## src/rtl/ram_burst_tracker_if.sv

```systemverilog
// ram_burst_tracker_if: filtered RAM bus samples in, word transactions out
interface ram_burst_tracker_if;
  logic [22:0] filter_a;
  logic [15:0] filter_d;
  logic [1:0] filter_ublb;
  logic filter_read;
  logic filter_write;
  logic filter_addr_latch;
  logic filter_strobe;
  logic word_valid;
  logic word_ready;
  logic [22:0] word_addr;
  logic [15:0] word_data;
  logic [1:0] word_ublb;
  logic word_write;
  logic word_first;
  modport slave (
    input filter_a, filter_d, filter_ublb, filter_read, filter_write, filter_addr_latch, filter_strobe, word_ready,
    output word_valid, word_addr, word_data, word_ublb, word_write, word_first
  );
  modport master (
    output filter_a, filter_d, filter_ublb, filter_read, filter_write, filter_addr_latch, filter_strobe, word_ready,
    input word_valid, word_addr, word_data, word_ublb, word_write, word_first
  );
endinterface

```

## src/rtl/ram_burst_tracker.sv

```systemverilog
// ram_burst_tracker: follows synchronous-burst RAM accesses and queues each data word in a FWFT FIFO
module ram_burst_tracker #(
  parameter int LATENCY = 4,
  parameter int FIFO_DEPTH = 4
) (
  input logic mclk,
  input logic reset_n,
  ram_burst_tracker_if.slave bus,
  output logic busy,
  output logic overflow,
  output logic proto_err
);
  localparam int AW = $clog2(FIFO_DEPTH);
  typedef enum logic [1:0] {IDLE, LAT, BURST} state_t;
  typedef struct packed {
    logic [22:0] addr;
    logic [15:0] data;
    logic [1:0] ublb;
    logic write;
    logic first;
  } word_t;
  state_t state, state_nx;
  logic [22:0] cur_addr, addr_nx;
  logic [3:0] lat_cnt, lat_nx;
  logic first_pending, first_nx;
  logic emit, rw, push_ok, pop, full, empty;
  logic [AW:0] wr_ptr, rd_ptr;
  word_t mem [FIFO_DEPTH];
  word_t head;
  assign rw = bus.filter_read | bus.filter_write;
  // addr_nx is also the address of the emitted word: increment happens before emit in a burst
  always_comb begin
    state_nx = state;
    addr_nx = cur_addr;
    lat_nx = lat_cnt;
    first_nx = first_pending;
    emit = 1'b0;
    if (bus.filter_strobe) begin
      if (bus.filter_addr_latch) begin
        addr_nx = bus.filter_a;
        lat_nx = 4'(LATENCY - 1);
        first_nx = 1'b1;
        state_nx = LAT;
      end else if (state == LAT) begin
        lat_nx = (lat_cnt != 4'd0) ? lat_cnt - 4'd1 : lat_cnt;
        emit = (lat_cnt == 4'd0) && rw;
        state_nx = (lat_cnt != 4'd0) ? LAT : rw ? BURST : IDLE;
      end else if (state == BURST) begin
        addr_nx = rw ? cur_addr + 23'd1 : cur_addr;
        emit = rw;
        state_nx = rw ? BURST : IDLE;
      end
      first_nx = emit ? 1'b0 : first_nx;
    end
  end
  assign empty = wr_ptr == rd_ptr;
  assign full = (wr_ptr[AW] != rd_ptr[AW]) && (wr_ptr[AW-1:0] == rd_ptr[AW-1:0]);
  assign pop = !empty && bus.word_ready;
  assign push_ok = emit && (!full || pop);
  assign head = mem[rd_ptr[AW-1:0]];
  assign bus.word_valid = !empty;
  assign bus.word_addr = empty ? '0 : head.addr;
  assign bus.word_data = empty ? '0 : head.data;
  assign bus.word_ublb = empty ? '0 : head.ublb;
  assign bus.word_write = !empty && head.write;
  assign bus.word_first = !empty && head.first;
  assign busy = state != IDLE;
  always_ff @(posedge mclk) begin
    if (!reset_n) begin
      state <= IDLE;
      cur_addr <= '0;
      lat_cnt <= '0;
      first_pending <= 1'b0;
      wr_ptr <= '0;
      rd_ptr <= '0;
      overflow <= 1'b0;
      proto_err <= 1'b0;
    end else begin
      state <= state_nx;
      cur_addr <= addr_nx;
      lat_cnt <= lat_nx;
      first_pending <= first_nx;
      wr_ptr <= wr_ptr + (AW+1)'(push_ok);
      rd_ptr <= rd_ptr + (AW+1)'(pop);
      overflow <= overflow | (emit && full && !pop);
      proto_err <= proto_err | (emit && bus.filter_read && bus.filter_write);
    end
  end
  always_ff @(posedge mclk) begin
    if (reset_n && push_ok)
      mem[wr_ptr[AW-1:0]] <= '{addr_nx, bus.filter_d, bus.filter_ublb, bus.filter_write, first_pending};
  end
endmodule
```

## src/flat_wrapper.sv

```systemverilog
// flat-port wrapper written by rule: the top's interface ports become plain ports
module ram_burst_tracker_flat 
#(
  parameter int LATENCY = 4,
  parameter int FIFO_DEPTH = 4
)
  (mclk, reset_n, busy, overflow, proto_err, bus_filter_a, bus_filter_d, bus_filter_ublb, bus_filter_read, bus_filter_write, bus_filter_addr_latch, bus_filter_strobe, bus_word_ready, bus_word_valid, bus_word_addr, bus_word_data, bus_word_ublb, bus_word_write, bus_word_first);
  ram_burst_tracker_if bus_i ();
  input logic mclk;
  input logic reset_n;
  output logic busy;
  output logic overflow;
  output logic proto_err;
  input wire logic [$bits(bus_i.filter_a)-1:0] bus_filter_a;
  input wire logic [$bits(bus_i.filter_d)-1:0] bus_filter_d;
  input wire logic [$bits(bus_i.filter_ublb)-1:0] bus_filter_ublb;
  input wire logic [$bits(bus_i.filter_read)-1:0] bus_filter_read;
  input wire logic [$bits(bus_i.filter_write)-1:0] bus_filter_write;
  input wire logic [$bits(bus_i.filter_addr_latch)-1:0] bus_filter_addr_latch;
  input wire logic [$bits(bus_i.filter_strobe)-1:0] bus_filter_strobe;
  input wire logic [$bits(bus_i.word_ready)-1:0] bus_word_ready;
  output wire logic [$bits(bus_i.word_valid)-1:0] bus_word_valid;
  output wire logic [$bits(bus_i.word_addr)-1:0] bus_word_addr;
  output wire logic [$bits(bus_i.word_data)-1:0] bus_word_data;
  output wire logic [$bits(bus_i.word_ublb)-1:0] bus_word_ublb;
  output wire logic [$bits(bus_i.word_write)-1:0] bus_word_write;
  output wire logic [$bits(bus_i.word_first)-1:0] bus_word_first;
  assign bus_i.filter_a = bus_filter_a;
  assign bus_i.filter_d = bus_filter_d;
  assign bus_i.filter_ublb = bus_filter_ublb;
  assign bus_i.filter_read = bus_filter_read;
  assign bus_i.filter_write = bus_filter_write;
  assign bus_i.filter_addr_latch = bus_filter_addr_latch;
  assign bus_i.filter_strobe = bus_filter_strobe;
  assign bus_i.word_ready = bus_word_ready;
  assign bus_word_valid = bus_i.word_valid;
  assign bus_word_addr = bus_i.word_addr;
  assign bus_word_data = bus_i.word_data;
  assign bus_word_ublb = bus_i.word_ublb;
  assign bus_word_write = bus_i.word_write;
  assign bus_word_first = bus_i.word_first;
  ram_burst_tracker #(.LATENCY(LATENCY), .FIFO_DEPTH(FIFO_DEPTH)) u_core (.mclk(mclk), .reset_n(reset_n), .bus(bus_i), .busy(busy), .overflow(overflow), .proto_err(proto_err));
endmodule
```

## config.mk

```make
export PLATFORM = sky130hd
export DESIGN_NAME = ram_burst_tracker_flat
export DESIGN_NICKNAME = d
export VERILOG_FILES = /design/src/rtl/ram_burst_tracker_if.sv /design/src/rtl/ram_burst_tracker.sv /design/src/flat_wrapper.sv
export SDC_FILE = /design/constraint.sdc
export NUM_CORES = 1
export LEC_CHECK = 0
export CORE_UTILIZATION = 50
export CTS_CLUSTER_SIZE = 14
export DETAILED_ROUTE_END_ITERATION = 10
export HOLD_SLACK_MARGIN = 0.05
export PLACE_DENSITY = 0.72
export SLEW_MARGIN = 20
export SYNTH_ARGS = -nofsm -noshare
export SYNTH_HDL_FRONTEND = slang
export SYNTH_SLANG_ARGS = --single-unit
```

## constraint.sdc

```tcl
create_clock -name mclk -period 10.1 [get_ports mclk]
set_input_delay 2.02 -clock mclk [delete_from_list [all_inputs] [get_ports mclk]]
set_output_delay 2.02 -clock mclk [all_outputs]
set_load 0.03 [all_outputs]
```

### Yosys cells after proc, flatten, opt, wreduce, memory -nomap -nowiden

Memory sizes are Yosys's and may differ from the RTL's. A register that Yosys moved wholly into a read port is not among the register bits.
Cells that the tools add are included.

| storage, ports and cells | value |
|---|---|
| flip-flop bits (word level) | 38 |
| bits in writable memories | 172 |
| input bits | 48 |
| output and inout bits | 47 |
| logic and storage cells | 72 |
| memories | 1 |

Memories:

| name | depth | width | read ports | clocked after Yosys merged registers in | write ports | RTL line | RTL |
|---|---|---|---|---|---|---|---|
| u_core.mem | 4 | 43 | 1 | 1 | 1 | ram_burst_tracker.sv:28 | `word_t mem [FIFO_DEPTH];` |

| cells by class | value |
|---|---|
| add/sub/neg operators | 4 |
| equality and inequality tests | 5 |
| multiplexer cells | 26 |
| bitwise gates (word level) | 3 |
| reductions and logical operators | 25 |

Operators by type and width:

| cell | count |
|---|---|
| 2-to-1 mux 23 bit | 6 |
| adder 23 x 1 -> 23 bit, second input constant | 1 |
| 2-to-1 mux 16 bit | 1 |
| 2-to-1 mux 2 bit | 7 |
| 2-to-1 mux 4 bit | 3 |
| logical AND 1 bit | 11 |
| 2-to-1 mux 1 bit | 9 |
| nonzero test 2 bit | 4 |
| adder 3 x 1 -> 3 bit | 2 |
| zero test 4 bit | 1 |
| AND reduction 2 bit | 2 |
| nonzero test 4 bit | 1 |
| subtractor 4 x 1 -> 4 bit, second input constant | 1 |
| equality test 3 bit | 1 |
| zero test 1 bit | 3 |
| bitwise OR 1 bit | 3 |
| AND reduction 3 bit | 1 |
| nonzero test 3 bit | 1 |
| equality test 2 x 1 -> 1 bit, second input constant | 1 |
| equality test 2 bit | 1 |
| equality test 2 bit, second input constant | 1 |
| logical OR 1 bit | 1 |
| inequality test 1 bit | 1 |

### Depth between registers and ports, before layout

Gate-level depths: netlist (run 1).

| logic depth | value |
|---|---|
| word-level depth | 10 |
| gate-level depth with buffers | 9 |
| gate-level depth less buffers | 9 |

### Least setup slack after synthesis (run 1)

OpenSTA, ideal clock, no wires.

| timing path | value |
|---|---|
| path type | input -> register |
| from | in bus_filter_addr_latch |
| to | mem u_core.mem[2][0] (netlist bit), enable pin |
| library setup time | 0.506 ns |
| data arrival time | 6.203 ns |
| data required time | 9.594 ns |
| setup slack | 3.391 ns |
| cell stages on the path | 6 |
| buffers on the path | 2 |
| cell sequence | clkbuf_1 nand2b_1 clkbuf_1 a211oi_1 nand2_1 nor3b_1 |

| on the way | value |
|---|---|
| longest elaborated chain between the ends | 7 |

RTL lines:

| element | RTL line | RTL |
|---|---|---|
| start, declared | flat_wrapper.sv:19 | `input wire logic [$bits(bus_i.filter_addr_latch)-1:0] bus_filter_addr_latch;` |
| 2-to-1 mux 1 bit | ram_burst_tracker.sv:39 | `if (bus.filter_addr_latch) begin` |
| 2-to-1 mux 1 bit (2 in a row) | ram_burst_tracker.sv:38 | `if (bus.filter_strobe) begin` |
| logical AND 1 bit | ram_burst_tracker.sv:59 | `assign push_ok = emit && (!full \|\| pop);` |
| logical AND 1 bit | ram_burst_tracker.sv:90 | `if (reset_n && push_ok)` |
| 2-to-1 mux 1 bit | ram_burst_tracker.sv:90 |  |
| 2-to-1 mux 1 bit (implied by the code) | ram_burst_tracker.sv:91 | `mem[wr_ptr[AW-1:0]] <= '{addr_nx, bus.filter_d, bus.filter_ublb, bus.filter_write, first_pending};` |
| end, declared | ram_burst_tracker.sv:28 |  |

No other way between the ends. The select of a mux whose other input is x is not followed.

### Worst setup path in the final report (run 1)

| timing path | value |
|---|---|
| from | reg u_core.rd_ptr[0] |
| to | out bus_word_data[3] |

| on the way | value |
|---|---|
| longest elaborated chain between the ends | 2 |

RTL lines:

| element | RTL line | RTL |
|---|---|---|
| start, declared | ram_burst_tracker.sv:27 | `logic [AW:0] wr_ptr, rd_ptr;` |
| start signal, assigned | ram_burst_tracker.sv:84 | `rd_ptr <= rd_ptr + (AW+1)'(pop);` |
| equality test 3 bit | ram_burst_tracker.sv:56 | `assign empty = wr_ptr == rd_ptr;` |
| 2-to-1 mux 16 bit | ram_burst_tracker.sv:63 | `assign bus.word_data = empty ? '0 : head.data;` |
| end, declared | flat_wrapper.sv:24 | `output wire logic [$bits(bus_i.word_data)-1:0] bus_word_data;` |

No other way between the ends.

==> results of run 1 <==
logic make-up after synthesis:
logic type / count (synthesis) / share of synthesized area [%]
xor+xnor: 5 / 0.494
simple gates: 183 / 12.1
fa+ha+maj: 6 / 0.846
compound gates: 79 / 6.19
mux: 49 / 11.6
flops: 210 / 66.8
buf+inv: 43 / 1.99
layout make-up:
cell class                 instances  area, µm²
clock buffer                      25        583
clock inverter                    15       97.6
fill                            1266       6580
inverter                          11       41.3
multi-input combinational        322       2790
sequential                       210       5930
tap                              225        282
timing repair buffer             101        993
worst max-delay path by stage:
stage,startpoint,slack [ns],to,depth (start not counted)
2_1_floorplan,bus_filter_addr_latch,3.39,u_core.mem[2][0],6
3_3_place_gp,bus_filter_strobe,4.70,u_core.mem[2][17],6
3_5_place_dp,bus_filter_strobe,4.54,u_core.mem[2][17],6
4_1_cts,u_core.rd_ptr[0],4.31,bus_word_data[3],5
5_1_grt,u_core.rd_ptr[0],4.14,bus_word_data[10],5
6_report,u_core.rd_ptr[0],4.44,bus_word_data[3],5
registers in the layout, summed over array words and instances, names as in the netlist:
signal,flops
u_core.lat_cnt,4
u_core.cur_addr,23
u_core.mem,172
u_core.rd_ptr,3
u_core.wr_ptr,3
u_core.first_pending,1
u_core.overflow,1
u_core.state,2
u_core.proto_err,1
placed cells by master, fill, tap and decap left out, types with 6 or more instances in the layout:
cell,count
and2b_1,14
mux2i_1,6
nor4_1,6
a31oi_1,6
dfxtp_1,36
nor3_1,9
nand3_1,19
and2_1,19
nand2_1,17
nor2_1,31
clkinv_1,7
edfxtp_1,172
o21ai_0,6
buf_4,7
nand4_1,6
nor2b_1,32
mux4_2,43
clkdlybuf4s50_1,94
o22ai_1,11
inv_1,11
a22oi_1,7
a21oi_1,19
clkbuf_16,23
ha_1,6
layer usage:
layer	GRT usage, %	up-vias	wire [µm]
met4	7.99	0	546
met1	28.8	2735	8050
met3	3.33	41	1270
li1	-	2444	-
met5	0	-	0
met2	35.9	237	9440
power breakdown:
part | total [mW] | switching [mW] | internal [mW] | leakage [nW]
Clock | 0.752 | 0.313 | 0.439 | 0.335
Combinational | 0.125 | 0.0685 | 0.0560 | 1.31
Sequential | 0.962 | 0.0144 | 0.948 | 1.87
Total | 1.84 | 0.395 | 1.44 | 3.52
worst max-delay path: cells and delay by family, from the launching register on:
| kind | cells | cell delay, ns |
|---|---|---|
| buf+inv | 2 | 1.12 |
| flops | 1 | 0.97 |
| simple gates | 2 | 0.84 |
| xor+xnor | 1 | 0.20 |
==> results_dict.tcl, run 1 <==
set metrics [dict create \
    path_class "reg -> out" \
    synth_top_cell_by_area "edfxtp_1" \
    path_max_fanout 45 \
    synthArstFlopShare_pct 0 \
    vias_per_cell 6.00 \
    avgSynthCellArea_um2 15.4 \
    grtUsageTotal_pct 21.6 \
    max_slew_margin_pct 36.3 \
    setup_tns_ns 0 \
    ys_seq_area_share_pct 66.8 \
    dpl_cell_area_um2 10000 \
    synth_area_leaders "edfxtp_1, mux4_2, dfxtp_1" \
    synth_edf_count 172 \
    rows 48 \
    postCtsSetupBuffers 0 \
    synth-seq-cells 210 \
    place.gp.congestion 0.859 \
    cp.arrival_ns 3.64 \
    power.leakage_nw 3.52 \
    reg2regPathDepth 6 \
    tightestPinTransition_ns 0.955 \
    area_growth_pct 20.8 \
    cpMaxStageDelayCell "dfxtp_4" \
    ant_nets 0 \
    cts_resized 0 \
    reg2reg_to "u_core.mem[1][9]" \
    startpoint_type "flop" \
    io_buffers 94 \
    powerDensity_nw_per_um2 171 \
    hold_viol_final 0 \
    fin_crit_ns 5.66 \
    finalNonFillerCells 909 \
    clock_skew_ns 0.0165 \
    insertedDiodeCount 0 \
    timing.hold.ws_ns 0.476 \
    maxCapViolations 0 \
    ys.warnings.count 0 \
    fin_nets 722 \
    root_buffer "clkbuf_16" \
    grt_max_degree 46 \
    vias 5457 \
    hold_path_class "reg -> reg" \
    post-route-period-util_pct 56.1 \
    dieArea_um2 18300 \
    hold_depth 2 \
    r2r_slack_ns 6.86 \
    insertion_delay_ns 0.50 \
    post-synth-top-count-cell "edfxtp_1" \
    ctsHoldBuffers 0 \
    setup_violations 0 \
    end_kind "output pin" \
    grt_pass1_vias 5538 \
    rsz0062_at_grt "false" \
    ys_top_cells_by_count "edfxtp_1, mux4_2, dfxtp_1" \
    timing.rr.start "u_core.rd_ptr[0]" \
    fp.dieH_um 135 \
    post-dp-hpwl_um 11700 \
    final_core_util_pct 62.0 \
    dp.cells 869 \
    grt_overflow 0 \
    die_x_um 135 \
    core_area_um2 17300 \
    detail_route.iter0.violations 497 \
    layout-drive-gt1-share_pct 14.9 \
    required_ns 8.08 \
    cts_made_buffers 22 \
    cts_buffer_depth 3 \
    crit_chain "xor2_1, nor3b_2, buf_4, and2b_1, clkdlybuf4s50_1" \
    total_power_mw 1.84 \
    path_clk_slew_ns 0.06 \
    design_area_um2 10700 \
    h-tree-depth 1 \
    syn_nets 629 \
    slowest_delay_ns 0.97 \
    drv_slew 0 \
    dr.pass1.iters 5 \
    wl_per_cell_um 21.2 \
    grt_pass1_wl_um 29900 \
    outcome "completed" \
    synth_cell_type_count 59 \
    fin_ws_ns 4.44 \
    cts_sinks 210 \
    fmax_mhz 177 \
    routed_wirelength_um 19300 \
    synth_top_area_share_pct 58.2 \
    pre_cts_slack_ns 4.54 \
    peakVddDrop_v 0.000111 \
    syn_inst 575 \
    ios 95 \
    syn-cell-area_um2 8870 \
    holdPathEnd "u_core.proto_err" \
    synth_flop_cell "edfxtp_1" \
    hp-start "u_core.proto_err" \
    cts_tree "yes" \
    start_util_pct 51.3 \
    drc 0 \
    antenna_found_initial 0 \
]
Note: power is estimated with default switching activity, not from simulation.
==> inputs of run 2 (changes only) <==
--- a/config.mk
+++ b/config.mk
@@ -9,7 +9,7 @@
 export CTS_CLUSTER_SIZE = 14
 export DETAILED_ROUTE_END_ITERATION = 10
 export HOLD_SLACK_MARGIN = 0.05
-export PLACE_DENSITY = 0.72
+export PLACE_DENSITY = 0.75
 export SLEW_MARGIN = 20
 export SYNTH_ARGS = -nofsm -noshare
 export SYNTH_HDL_FRONTEND = slang
==> constraint.sdc (replaced) <==
create_clock -name mclk -period 5.2 [get_ports mclk]
set_input_delay 1.04 -clock mclk [delete_from_list [all_inputs] [get_ports mclk]]
set_output_delay 1.04 -clock mclk [all_outputs]
set_load 0.03 [all_outputs]
==> run 2 against run 1 <==
  * Critical path depth fell by 1
  * Non-clock buffer count is 4 higher
  * Worst hold slack lost 0.0045 ns
  * Clock skew is 0.00090 ns higher
  * Sequential power rose by 93%
  * Critical endpoint is now bus_word_addr[4]
  * Largest cell class unchanged
==> results_dict.tcl, run 2 (same netlist as run 1, synthesis figures left out) <==
set metrics [dict create \
    p_seq_share_pct 51.4 \
    fp.dieH_um 135 \
    h-tree-depth 1 \
    path_clk_slew_ns 0.06 \
    vias 5459 \
    dpl_cell_area_um2 10100 \
    rows 48 \
    r2r_slack_ns 2.07 \
    grt_overflow 0 \
    setup_violations 0 \
    hold_depth 2 \
    routed_wirelength_um 19200 \
    grt_pass1_vias 5482 \
    cts_made_buffers 21 \
    root_buffer "clkbuf_16" \
    hold_viol_final 0 \
    max_slew_margin_pct 43.6 \
    hold_path_class "reg -> reg" \
    grt_pass1_wl_um 30100 \
    cts_resized 0 \
    grt_max_degree 46 \
    startpoint_type "flop" \
    powerDensity_nw_per_um2 337 \
    insertedDiodeCount 0 \
    required_ns 4.16 \
    ios 95 \
    outcome "completed" \
    maxCapViolations 0 \
    fmax_mhz 245 \
    intPower_mw 2.86 \
    holdPathEnd "u_core.proto_err" \
    largest_reg_flops 172 \
    die_x_um 135 \
    post-dp-hpwl_um 11800 \
    mostFrequentLayoutCells "edfxtp_1, clkdlybuf4s50_1, mux4_2, dfxtp_1, nor2b_1" \
    dr.pass1.iters 5 \
    ctsHoldBuffers 0 \
    clock_skew_ns 0.0174 \
    start_util_pct 51.3 \
    drv_slew 0 \
    place.gp.congestion 0.877 \
    core_area_um2 17300 \
    cts_sinks 210 \
    io_buffers 94 \
    ant_nets 0 \
    cts_buffer_depth 3 \
    fin_crit_ns 4.08 \
    antenna_found_initial 0 \
    layout-drive-gt1-share_pct 15.7 \
    p_switching_mw 0.773 \
    vias_per_cell 5.99 \
    path_class "reg -> out" \
    postCtsSetupBuffers 0 \
    timing.rr.start "u_core.lat_cnt[0]" \
    reg2reg_to "u_core.mem[1][10]" \
    tightestPinTransition_ns 0.842 \
    final_common_cell "edfxtp_1" \
    wl_per_cell_um 21.1 \
    cp.arrival_ns 3.04 \
    post-route-period-util_pct 78.5 \
    drc 0 \
    area_growth_pct 21.4 \
    end_kind "output pin" \
    design_area_um2 10800 \
    pwr-share-clk_pct 41.9 \
    peakVddDrop_v 0.000204 \
    p_sw_share_pct 21.3 \
    reg2regPathDepth 8 \
    setup_tns_ns 0 \
    hp-start "u_core.proto_err" \
    fin_nets 725 \
    p_comb_share_pct 6.8 \
    rsz0062_at_grt "false" \
    insertion_delay_ns 0.50 \
    power.leakage_nw 3.55 \
    grtUsageTotal_pct 21.8 \
    cts_tree "yes" \
    dieArea_um2 18300 \
    detail_route.iter0.violations 545 \
    path_max_fanout 23 \
]
-- run 2: cell types whose count changed in the layout (fill, tap and decap cells not counted), sizes merged --
cell,change
buf,+4
clkbuf,+4
bufinv,+1
clkinv,-7
clkinvlp,-1
inv,+1
-- run 2: final cells by class --
type	instances	area, µm²
clock inverters	9	105
clock buffers	29	596
flip-flops and latches	210	5930
fillers	1282	6530
repair buffers	105	1020
well taps	225	282
multi-input cells	322	2790
inverters	11	41.3
-- run 2: worst max path at each step --
stage          slack [ns]                  start  cells after the start                 to
2_1_floorplan       -0.53  bus_filter_addr_latch                      6   u_core.mem[2][0]
3_3_place_gp         1.43       bus_filter_write                      7  u_core.mem[2][14]
3_5_place_dp         1.30       bus_filter_write                      7  u_core.mem[1][14]
4_1_cts              1.03       u_core.rd_ptr[0]                      4   bus_word_addr[4]
5_1_grt              0.91       u_core.rd_ptr[0]                      4   bus_word_addr[3]
6_report             1.12       u_core.rd_ptr[0]                      4   bus_word_addr[4]
-- run 2: metal layers --
layer | part of all wire (%) | vias up | track usage (%)
li1 | - | 2452 | -
met1 | 42 | 2735 | 29.4
met2 | 49 | 234 | 36.6
met3 | 6.2 | 38 | 3.25
met4 | 2.6 | 0 | 7.30
met5 | 0 | - | 0
-- run 2: stage by stage --
stage	setup WS [ns]	std cells	total power [mW]	util [%]	hold WS [ns]
floorplan	-0.529	575	2.03	-	0.455
global placement	1.43	873	2.13	58.2	0.457
detailed placement	1.30	873	2.14	58.2	0.467
CTS	1.03	911	3.65	62.3	0.482
global route	0.914	911	3.74	62.3	0.516
finish	1.12	911	3.63	62.3	0.471
-- run 2: worst max-delay path, stage by stage (launching register included) --
cell and delay (ns):
dfxtp_4 0.68, buf_4 0.51, mux4_2 0.59, and2b_1 0.17
clkdlybuf4s50_1 0.58
-- run 2: power by group through the flow --
stage	Sequential, mW	Clock (mW)	Combinational [mW]
floorplan	1.89	0	0.143
global placement	1.90	0	0.236
detailed placement	1.90	0	0.243
CTS	1.86	1.54	0.245
global route	1.87	1.61	0.263
finish	1.86	1.52	0.245
